File: config.mk
export PLATFORM = sky130hd
export DESIGN_NAME = fetch_stage
export DESIGN_NICKNAME = d
export VERILOG_FILES = /design/src/rtl/xm23_pipe_pkg.sv /design/src/rtl/fetch_perf_counters.sv /design/src/rtl/fetch_stage.sv
export SDC_FILE = /design/constraint.sdc
export NUM_CORES = 1
export LEC_CHECK = 0
export ABC_AREA = 1
export CORE_MARGIN = 4
export CORE_UTILIZATION = 43
export CTS_BUF_LIST = sky130_fd_sc_hd__clkbuf_8
export CTS_CLUSTER_DIAMETER = 100
export CTS_CLUSTER_SIZE = 40
export DETAILED_ROUTE_END_ITERATION = 10
export GPL_ROUTABILITY_DRIVEN = 0
export PLACE_DENSITY_LB_ADDON = 0.12
export SLEW_MARGIN = 10
export SYNTH_ARGS = -nofsm -noshare
export SYNTH_HDL_FRONTEND = slang
export SYNTH_SLANG_ARGS = --single-unit
File: constraint.sdc
create_clock -name clk -period 2.2 [get_ports clk]
set_clock_uncertainty 0.1 [all_clocks]
set_input_delay 0.55 -clock clk [delete_from_list [all_inputs] [get_ports clk]]
set_output_delay 0.55 -clock clk [all_outputs]
set_load 0.005 [all_outputs]
File: src/rtl/xm23_pipe_pkg.sv
// Shared types and constants for the XM23 pipeline stages.
package xm23_pipe_pkg;

  localparam int          WORD_W           = 16;
  localparam logic [15:0] PC_INC           = 16'd2;
  localparam logic [15:0] DEFAULT_RESET_PC = 16'h0000;

  typedef enum logic [1:0] {IDLE, REQ, HOLD, DRAIN} fetch_state_t;

endpackage

File: src/rtl/fetch_perf_counters.sv
// Saturating event counters for the fetch stage; compiled only when FETCH_PERF_CNT_EN is defined.
`ifdef FETCH_PERF_CNT_EN
module fetch_perf_counters (
  input  logic        clk,
  input  logic        rst,
  input  logic        fetch_evt,
  input  logic        stall_evt,
  input  logic        redirect_evt,
  output logic [31:0] perf_fetches,
  output logic [31:0] perf_stall_cycles,
  output logic [15:0] perf_redirects
);

  always_ff @(posedge clk) begin
    if (rst) begin
      perf_fetches      <= '0;
      perf_stall_cycles <= '0;
      perf_redirects    <= '0;
    end else begin
      if (fetch_evt && (perf_fetches != '1))
        perf_fetches <= perf_fetches + 32'd1;
      if (stall_evt && (perf_stall_cycles != '1))
        perf_stall_cycles <= perf_stall_cycles + 32'd1;
      if (redirect_evt && (perf_redirects != '1))
        perf_redirects <= perf_redirects + 16'd1;
    end
  end

endmodule
`endif

File: src/rtl/fetch_stage.sv
// XM23 stage-1 instruction fetch: owns the fetch PC, runs the imem req/ack handshake, feeds ir to decode.
// Optional counters under FETCH_PERF_CNT_EN; the perf ports always exist and read 0 when disabled.
module fetch_stage
  import xm23_pipe_pkg::*;
#(
  parameter int              PC_W     = WORD_W,
  parameter logic [PC_W-1:0] RESET_PC = DEFAULT_RESET_PC
) (
  input  logic            clk,
  input  logic            rst,
  input  logic [PC_W-1:0] pc_next,
  input  logic [7:0]      stall,
  input  logic            redirect_valid,
  input  logic [PC_W-1:0] redirect_pc,
  output logic            imem_req,
  output logic [PC_W-1:0] imem_addr,
  input  logic            imem_ack,
  input  logic [PC_W-1:0] imem_rdata,
  output logic [PC_W-1:0] ir,
  output logic            ir_valid,
  output logic [PC_W-1:0] pc_out,
  output logic [31:0]     perf_fetches,
  output logic [31:0]     perf_stall_cycles,
  output logic [15:0]     perf_redirects
);

  // state | meaning
  // IDLE  | first cycle after reset, no request yet
  // REQ   | request live at fetch_pc, ir empty
  // HOLD  | ir valid, waiting for decode to consume it
  // DRAIN | stale request still outstanding after a redirect; its data is dropped

  localparam logic [PC_W-1:0] RESET_PC_ALIGNED = {RESET_PC[PC_W-1:1], 1'b0};

  fetch_state_t    state;
  logic [PC_W-1:0] fetch_pc;
  logic            hold;
  logic            unused_lsb;

  assign hold       = |stall;
  // fetch_pc is kept word-aligned, so the incoming byte bits are never needed
  assign unused_lsb = redirect_pc[0] ^ pc_next[0];

  function automatic logic [PC_W-1:0] align(input logic [PC_W-1:0] a);
    return {a[PC_W-1:1], 1'b0};
  endfunction

  // imem_addr is registered separately so it stays on the old address in DRAIN
  always_ff @(posedge clk) begin
    if (rst) begin
      state     <= IDLE;
      fetch_pc  <= RESET_PC_ALIGNED;
      imem_req  <= 1'b0;
      imem_addr <= RESET_PC_ALIGNED;
      ir        <= '0;
      ir_valid  <= 1'b0;
      pc_out    <= RESET_PC_ALIGNED;
    end else begin
      unique case (state)
        IDLE: begin
          if (redirect_valid) begin
            fetch_pc  <= align(redirect_pc);
            imem_addr <= align(redirect_pc);
          end else begin
            imem_addr <= fetch_pc;
          end
          state    <= REQ;
          imem_req <= 1'b1;
        end
        REQ: begin
          if (redirect_valid) begin
            fetch_pc <= align(redirect_pc);
            if (imem_ack) imem_addr <= align(redirect_pc);
            else          state     <= DRAIN;
          end else if (imem_ack) begin
            ir       <= imem_rdata;
            pc_out   <= fetch_pc;
            ir_valid <= 1'b1;
            imem_req <= 1'b0;
            state    <= HOLD;
          end
        end
        HOLD: begin
          if (redirect_valid) begin
            ir_valid  <= 1'b0;
            fetch_pc  <= align(redirect_pc);
            imem_addr <= align(redirect_pc);
            imem_req  <= 1'b1;
            state     <= REQ;
          end else if (!hold) begin
            ir_valid  <= 1'b0;
            fetch_pc  <= align(pc_next);
            imem_addr <= align(pc_next);
            imem_req  <= 1'b1;
            state     <= REQ;
          end
        end
        DRAIN: begin
          if (redirect_valid) fetch_pc <= align(redirect_pc);
          if (imem_ack) begin
            imem_addr <= redirect_valid ? align(redirect_pc) : fetch_pc;
            state     <= REQ;
          end
        end
      endcase
    end
  end

`ifdef FETCH_PERF_CNT_EN
  logic fetch_evt;
  logic stall_evt;

  assign fetch_evt = (state == REQ) && imem_ack && !redirect_valid;
  assign stall_evt = (state == HOLD) && hold;

  fetch_perf_counters u_perf (
    .clk               (clk),
    .rst               (rst),
    .fetch_evt         (fetch_evt),
    .stall_evt         (stall_evt),
    .redirect_evt      (redirect_valid),
    .perf_fetches      (perf_fetches),
    .perf_stall_cycles (perf_stall_cycles),
    .perf_redirects    (perf_redirects)
  );
`else
  assign perf_fetches      = '0;
  assign perf_stall_cycles = '0;
  assign perf_redirects    = '0;
`endif

endmodule

==> run metrics <==
largest family of logic cells by synthesized area=simple AND/OR/NAND/NOR gates; Area Overhead vs Synth=27.94%; GR Util All Layers=0.1781; reg2reg end=imem_addr[8]; Leak Pwr=0.002521 µW; routed vias/inst=4.431; die area=0.01119 mm²; IO Pins=190; largest net degree at the start of global routing=44; total routed wirelength=10300 µm; r2r setup slk=0.33 ns; pwr dens=739.9 mW/mm²; RR Startpoint=state[0]; initial antenna violation count=0; DRC violation count after routing=0; Yosys warnings=0; WP data arrival=2.05 ns; CP max FO=20; clock slew at reported path FFs=0.08 ns; setup ws final=0.3314 ns; clock sink count=68; placed wire-length estimate=7629 µm; Core Util, Final=0.5666; Worst setup SP type=flop; violation count after the first detailed-route iteration=175; CTS Buffer Depth=2; Starting Density=0.4429; DR pass1 iterations=7; Yosys reg bits=68; Post-Synth XOR/XNOR Area=0; vias in the first global route=3565; global-route wire length before repair=16520 µm; CTS buffer count=9; Max H-tree Level=3; Final Hold Viols=0; status=completed; Synth Area in Adders=0.01522; Final Critical Period=1.869 ns; max-cap viol count=0; share of cells above drive strength 1=0.06319; insertion delay to the later sink of the worst-skew pair=0.34 ns; Mapped Avg Cell Area=6.610 µm²; Avg WL per Cell=12.02 µm; Crit. End Element=flop; Rows=35; CTS tree=yes; period utilisation layout=0.8494; hold worst-path end=imem_req; RSZ-0062 raised after global routing=no; hold path start=imem_req; post-synthesis compound-gate area fraction=0.1391; Die Wd=105.8 µm; Netlist cell types=24; Multi-input gate area=0.002079 mm²; worst hold stages=2; fin. max-slew vios=0; Place WS=-0.01136 ns; Critical Path RT=2.38 ns; Antenna Cells=0; core area=0.009284 mm²; Peak VDD IR=0.3342 mV; Routed Antenna Nets=0; setup violators final=0; Reg2Reg Depth=7; register area share after synthesis=0.3311; Die Y=105.8 µm; worst min path class=flop to flop; via count=3797; FMAX=535.2 MHz; register area=0.001361 mm²; Final Net Count=788; Root Driver=clkbuf_8; simple logic cell fraction of the synthesized area=0.2772; area of the mapped netlist=0.004111 mm²; buffers added on ports=107; mux cell area share after synthesis=0; CP Class=flop to flop; Overflow after GRT=0; Mapped Cells=622; filler instances=926
logic make-up (layout without fill, tap and decap cells):
| kind of cell | Yosys count | in the layout |
|---|---|---|
| simple gates | 288 | 288 |
| buf+inv | 158 | 185 |
| fa+ha+maj | 5 | 5 |
| other cells | 1 | 80 |
| compound gates | 102 | 102 |
| flops | 68 | 68 |
layer usage:
metal	share of wire	GRT usage	routed length (µm)	vias to the layer above
met5	0	0	0	-
met4	0.014	0.06568	141	0
met2	0.43	0.2687	4380	182
met1	0.45	0.2327	4589	1609
li1	-	-	-	1992
met3	0.12	0.06491	1188	14
state kept, by name, indices dropped and copies added, names as in the netlist:
signal / cells
imem_addr: 16
ir_valid: 1
ir: 16
fetch_pc: 16
imem_req: 1
state: 2
pc_out: 16
Yosys cell counts:
cell type  count  area, µm²
o21ai_0       52      260.3
nand4_1        8      50.05
nand3_4        1      17.52
conb_1         1      3.750
buf_2         12      60.06
and2_1         3      18.77
o21ai_4        1      16.27
nand3_1       10      50.05
o211a_1        4      40.04
buf_4         85      638.1
buf_6          6      67.56
buf_1          3      11.26
nor2_2         2      12.51
nor2_1       107      401.6
inv_1         38      142.6
a21oi_1       31      155.2
inv_2          5      18.77
o211ai_1       4      30.03
a22oi_1        8      60.06
dfxtp_1       68       1361
nand2_1      157      589.3
ha_1           5      62.56
clkbuf_1       9      33.78
o21ai_1        2      10.01
area by class of cell:
type	count	share of cell area
clock buffer	11	0.02878
clock inverter	5	0.02022
inverter	43	0.03069
multi-input combinational	475	0.3953
sequential	68	0.2588
tap	129	0.03069
timing repair buffer	126	0.2355
repair_timing:
| item | CTS | global route |
|---|---|---|
| resized for setup | 0 | 1 |
| setup endpoints to repair | 0 | 1 |
| hold buffers | 0 | 0 |
| setup buffers | 0 | 0 |
per-stage QoR:
step                      hold slack [ns]  area [µm²]  power (µW)  std cells  setup TNS (ns)
after CTS                          0.3758        5258        3925        857               0
after global routing               0.3960        5260        4148        857               0
after detailed placement           0.3653        5000        2598        841        -0.01136
final                              0.3742        5260        3892        857               0
after floorplan                    0.3355        4408        2229        701               0
after global placement             0.3513        5000        2580        841               0
how the worst max path moves through the flow:
stage | to | slack (ns) | startpoint
detailed placement | fetch_pc[12] | -0.01 | redirect_valid
global placement | fetch_pc[14] | 0.04 | stall[0]
finish | imem_addr[8] | 0.33 | state[0]
floorplan | imem_addr[13] | 0.54 | state[0]
CTS | imem_addr[8] | 0.14 | state[0]
global route | imem_addr[10] | 0.19 | state[0]
cells in the final DEF (no fill, tap or decap), types with 2 or more instances in the layout:
cell type,Yosys,routed
conb_1,1,80
dfxtp_1,68,68
inv_1,38,37
nand4_1,8,8
nor2_1,107,106
nor2_2,2,3
o211a_1,4,4
o211ai_1,4,4
and2_1,3,3
buf_12,0,2
o21ai_1,2,2
nand2_1,157,157
clkdlybuf4s50_1,0,107
clkbuf_8,0,11
o21ai_0,52,52
bufinv_16,0,3
a22oi_1,8,8
a21oi_1,31,31
inv_2,5,5
buf_4,85,17
ha_1,5,4
nand3_1,10,10
power by group:
group | switching, µW | total (µW) | internal [µW]
Combinational | 588 | 1130 | 545
Clock | 491 | 1310 | 819
Sequential | 76.2 | 1450 | 1370
critical path: stages, from the launching register on:
cell and delay [ns]:
dfxtp_1 0.38, inv_1 0.09, ha_2 0.56, buf_4 0.25, a21oi_1 0.05, a22oi_1 0.21, nor2_1 0.07, nor2_1 0.09
Power figures use the tool's default switching activity.
